## config.mk

```make
export PLATFORM = sky130hd
export DESIGN_NAME = sr_iter
export DESIGN_NICKNAME = d
export VERILOG_FILES = /design/src/rtl/sr_pkg.sv /design/src/rtl/sr_step.sv /design/src/rtl/sr_iter.sv
export SDC_FILE = /design/constraint.sdc
export NUM_CORES = 1
export LEC_CHECK = 0
export ABC_AREA = 0
export ABC_CLOCK_PERIOD_IN_PS = 1800
export CELL_PAD_IN_SITES_DETAIL_PLACEMENT = 0
export CELL_PAD_IN_SITES_GLOBAL_PLACEMENT = 1
export CORE_ASPECT_RATIO = 1.75
export CORE_UTILIZATION = 32
export DETAILED_ROUTE_END_ITERATION = 6
export PLACE_DENSITY = 0.86
export SLEW_MARGIN = 20
export SYNTH_ARGS = -nofsm -noshare
export SYNTH_HDL_FRONTEND = slang
export SYNTH_SLANG_ARGS = --single-unit
export TNS_END_PERCENT = 1
```

## constraint.sdc

```tcl
create_clock -name CLK -period 1.8 [get_ports CLK]
set_input_delay 0.18 -clock CLK [delete_from_list [all_inputs] [get_ports CLK]]
set_output_delay 0.18 -clock CLK [all_outputs]
set_load 0.02 [all_outputs]
```

## src/rtl/sr_pkg.sv

```systemverilog
// Shared definitions for the iterative shift-right unit: FSM states,
// default widths and the fill-mode encoding used by the one-bit step.
package sr_pkg;

    localparam int WIDTH_DEF   = 16;
    localparam int SHAMT_W_DEF = 4;

    typedef enum logic [1:0] {
        IDLE  = 2'd0,
        SHIFT = 2'd1,
        FIN   = 2'd2
    } state_t;

    typedef logic [1:0] mode_t;

    localparam mode_t LOGICAL    = 2'd0;
    localparam mode_t ARITHMETIC = 2'd1;
    localparam mode_t ROTATE     = 2'd2;

endpackage

```

## src/rtl/sr_step.sv

```systemverilog
// One-bit right step: shifts the vector right by one and inserts the fill
// bit chosen by the mode (zero, sign bit, or the bit shifted out).
module sr_step
    import sr_pkg::*;
#(
    parameter int WIDTH = WIDTH_DEF
) (
    input  logic [WIDTH-1:0] data,
    input  mode_t            mode,
    output logic [WIDTH-1:0] result
);

    logic fill;

    // Select the fill bit for the vacated MSB position.
    always_comb begin
        fill = 1'b0;
        case (mode)
            ARITHMETIC: fill = data[WIDTH-1];
            ROTATE:     fill = data[0];
            default:    fill = 1'b0;
        endcase
        result = {fill, data[WIDTH-1:1]};
    end

endmodule

```

## src/rtl/sr_iter.sv

```systemverilog
// Iterative shift-right unit, one bit per clock, with START/BUSY/DONE
// handshake. Optional rotate-right mode enabled by SR_ITER_ROTATE_EN,
// which adds the ROT input (ROT overrides ARITH).
module sr_iter
    import sr_pkg::*;
#(
    parameter int WIDTH   = WIDTH_DEF,
    parameter int SHAMT_W = SHAMT_W_DEF
) (
    input  logic               CLK,
    input  logic               RESET_N,
    input  logic               START,
    input  logic               ARITH,
`ifdef SR_ITER_ROTATE_EN
    input  logic               ROT,
`endif
    input  logic [SHAMT_W-1:0] SHAMT,
    input  logic [WIDTH-1:0]   INPUT,
    output logic               BUSY,
    output logic               DONE,
    output logic [WIDTH-1:0]   OUTPUT
);

    state_t             state;
    state_t             state_next;
    logic [WIDTH-1:0]   shreg;
    logic [WIDTH-1:0]   step_out;
    logic [SHAMT_W-1:0] count;
    mode_t              mode;
    mode_t              mode_sel;
    logic               accept;

    // A new request is taken whenever no shift is in flight (IDLE or FIN).
    assign accept = START && (state != SHIFT);

    // Decode the requested fill mode from the request inputs.
    always_comb begin
        mode_sel = ARITH ? ARITHMETIC : LOGICAL;
`ifdef SR_ITER_ROTATE_EN
        if (ROT) begin
            mode_sel = ROTATE;
        end
`endif
    end

    sr_step #(
        .WIDTH (WIDTH)
    ) u_step (
        .data   (shreg),
        .mode   (mode),
        .result (step_out)
    );

    // State register.
    always_ff @(posedge CLK or negedge RESET_N) begin
        if (!RESET_N) begin
            state <= IDLE;
        end else begin
            state <= state_next;
        end
    end

    // Next-state logic; FIN lasts exactly one cycle unless re-started.
    always_comb begin
        state_next = state;
        case (state)
            IDLE, FIN: begin
                if (START) begin
                    state_next = (SHAMT != '0) ? SHIFT : FIN;
                end else begin
                    state_next = IDLE;
                end
            end
            SHIFT: begin
                if (count == SHAMT_W'(1)) begin
                    state_next = FIN;
                end
            end
            default: state_next = IDLE;
        endcase
    end

    // Operand latch and per-cycle shift; the register holds once shifting ends.
    always_ff @(posedge CLK or negedge RESET_N) begin
        if (!RESET_N) begin
            shreg <= '0;
            count <= '0;
            mode  <= LOGICAL;
        end else if (accept) begin
            shreg <= INPUT;
            count <= SHAMT;
            mode  <= mode_sel;
        end else if (state == SHIFT) begin
            shreg <= step_out;
            count <= count - 1'b1;
        end
    end

    assign BUSY   = (state == SHIFT);
    assign DONE   = (state == FIN);
    assign OUTPUT = shreg;

endmodule

```

==> results.md, run 1 <==
* Fin nets at 177
* Kind of cell adding the most delay to the critical path: buffers and inverters
* Leak at 0.751 nW
* Fin crit period at 1.60 ns
* GRT overflow at 0
* Area grow syn2layout at 46.3%
* First drt pass iteration count at 4
* Clk_lat worst skew at 0.26 ns
* Number of global-route vias before repair at 991
* Wire per inst at 13.2 um
* Slowest stage delay, CP at 0.61 ns
* HPWL Detailed at 1.99 mm
* CP cell instances: nor2b_1 > clkdlybuf4s50_1
* Vias per inst at 4.85
* Setup crit start kind: flop
* Antenna violations before repair at 0
* DIE AREA at 3800 um2
* Syn_area_per_cell at 10.6 um2
* R2R cell count at 4
* CTS clk-pin slew, worst paths at 0.08 ns
* Tcrit/Tclk final at 88.6%
* Core area at 3400 um2
* Critical path depth at 2
* Setup violations, final at 0
* Skew final at 0.00440 ns
* Max IR drop VDD at 975 uV
* RR Startpoint: state[1]
* Final setup TNS at 0 ns
* Slew headroom at 72.1%
* Worst EP arrival at 1.42 ns
* Final Cell Area at 1660 um2
* Share of cells above drive strength 1 at 10.7%
* Worst slack, placed at 0.319 ns
* Synthesized area at 1130 um2
* Required time of the worst setup path at 1.62 ns
* Yosys warns at 0
* H-Tree Level Count at 1
* Post-synth top area cell: dfrtp_1
* Top-area cell type share of the netlist area at 50.7%
* Area contributors post-synth: dfrtp_1, mux2i_1, o21ai_0, nand2_1, mux2_2
* Reg-to-reg endpoint: count[2]
* Routability Congestion at 0.750
* Die width at 47.0 um
* CTS root buffer: clkbuf_8
* CTS max path bufs at 2
* Via count at 946
* Placed Area at 1610 um2
* Type of the worst setup path: flop to output pin
* Power Total at 0.00252 W
* Max Freq at 627 MHz
* Maxcap violations at 0
* Synthesized net count at 133
* Core Util, Final at 48.9%
* Initial core utilization at 33.4%
* Sequential-to-total area share from yosys stat at 50.7%
* Hold Fails Final Rpt at 0
* Worst setup path start: state[0]
* Number of diodes at 0
* Hold Crit Class: primary input to asynchronous set/reset pin
* Post-Syn Instances at 107
* Final WL at 2.58 mm
* Total GRT Usage at 16.2%
* Rows at 28
* Kind of end point of the critical path: output pin
* Power Density at 1520 nW/um2
* Final WS setup at 0.205 ns
* DRC errors left at 0
* First-pass GRT wire length at 4.53 mm
* Buf/Inv on CP at 1
* Measured slew at the worst slew-check pin at 0.415 ns
* # IOs at 42
* # port buffers at 41
* Die H at 80.8 um
* CTS tree: yes
* CTS Buf Count at 3
* Antenna-violating nets left at 0
* # hold bufs at CTS at 0
* Library cells used by synthesis at 24
* # clock sinks at 23
* Flops & latches, synth at 23
* RSZ-0062 raised after global routing: no
* Crit path capture: DONE
* Reg2reg setup slack at 0.42 ns
* Number of DRC markers in iteration 0 at 15
* Status: finished, final reports clean
* Final Max Tran Viols at 0
* Pin count of the biggest net entering global routing at 24
* Crit path max fanout at 4
* Crit-path slowest cell: clkdlybuf4s50_1
## cell usage in the layout (no fill, tap or decap), types with 3 or more instances in the layout
cell,n
inv_1,3
nand2_1,20
o211a_1,3
mux2i_1,15
buf_4,4
clkbuf_8,3
o21ai_0,16
clkdlybuf4s50_1,40
mux2_2,3
dfrtp_1,23
## flip-flops by register name, summed over array words and instances (netlist names)
signal	flops
mode	1
OUTPUT	16
state	2
count	4
## Yosys cell counts
cell type,count
a21oi_1,2
a32o_1,1
buf_2,5
buf_6,1
clkbuf_1,1
dfrtp_1,23
ha_1,2
inv_1,3
inv_2,1
mux2_2,3
mux2_4,1
mux2i_1,15
nand2_1,20
nand2b_4,1
nand3_1,2
nor2b_1,1
nor3_1,1
nor3b_1,1
nor4_1,1
o211a_1,3
o21ai_0,16
o221a_2,1
o32ai_1,1
or3_1,1
## how the worst min path moves through the flow
stage / from / endpoint / slack [ns] / cells after the start
finish: RESET_N / OUTPUT[8] / 0.26 / 2
detailed placement: OUTPUT[11] / OUTPUT[10] / 0.49 / 2
floorplan: RESET_N / OUTPUT[0] / -0.12 / 0
global route: RESET_N / OUTPUT[8] / 0.31 / 2
CTS: RESET_N / OUTPUT[8] / 0.27 / 2
global placement: OUTPUT[13] / OUTPUT[12] / 0.49 / 2
## repair_timing
| item | in CTS | in global routing |
|---|---|---|
| gates resized for setup | 0 | 1 |
| setup endpoints to repair | 0 | 1 |
| setup buffers | 0 | 0 |
## power breakdown
| part | total, W | switching (W) | internal (W) |
|---|---|---|---|
| Sequential | 0.000942 | 0.000189 | 0.000753 |
| Combinational | 0.00127 | 0.000639 | 0.000628 |
| Clock | 0.000315 | 0.000161 | 0.000154 |
## cell families after synthesis
family	count (synthesis)	share of synthesized area, %
AOI/OAI and AO/OA	24	13.2
adders and majority gates	2	2.20
muxes	19	17.5
and+or+nand+nor	28	11.5
buffers and inverters	11	4.85
DFF	23	50.7
## per-layer routing
metal / vias up / track usage [%] / wire length (um)
li1: 461 / - / -
met1: 458 / 20.0 / 975
met2: 25 / 27.9 / 1450
met3: 2 / 2.44 / 136
met4: 0 / 5.14 / 21
met5: - / 0 / 0
## through the flow
stage	hold slack, ns	std cells
2_1_floorplan	-0.116	107
3_3_place_gp	0.491	191
3_5_place_dp	0.491	191
4_1_cts	0.266	195
5_1_grt	0.310	195
6_report	0.260	195
## layout make-up
| class | instances | area (um2) |
|---|---|---|
| Tap cell | 45 | 56.3 |
| Fill cell | 315 | 1740 |
| Clock inverter | 1 | 5.00 |
| Inverter | 4 | 15.0 |
| Sequential cell | 23 | 576 |
| Timing Repair Buffer | 46 | 463 |
| Multi-Input combinational cell | 73 | 504 |
| Clock buffer | 3 | 41.3 |
## worst register-to-register path: cells and delay by family, from the launching register on
family	cells	cell delay [ns]
DFF	1	0.38
muxes	1	0.35
AOI/OAI and AO/OA	1	0.24
and+or+nand+nor	1	0.17
buffers and inverters	1	0.15
Note: power is estimated with default switching activity, not from simulation.
==> run 2: changes to the inputs <==
--- a/config.mk
+++ b/config.mk
@@ -13,7 +13,6 @@
 export CORE_UTILIZATION = 32
 export DETAILED_ROUTE_END_ITERATION = 6
 export PLACE_DENSITY = 0.86
-export SLEW_MARGIN = 20
 export SYNTH_ARGS = -nofsm -noshare
 export SYNTH_HDL_FRONTEND = slang
 export SYNTH_SLANG_ARGS = --single-unit
==> results of run 2 <==
No change in the layout: final DEF, timing and power equal those of run 1.
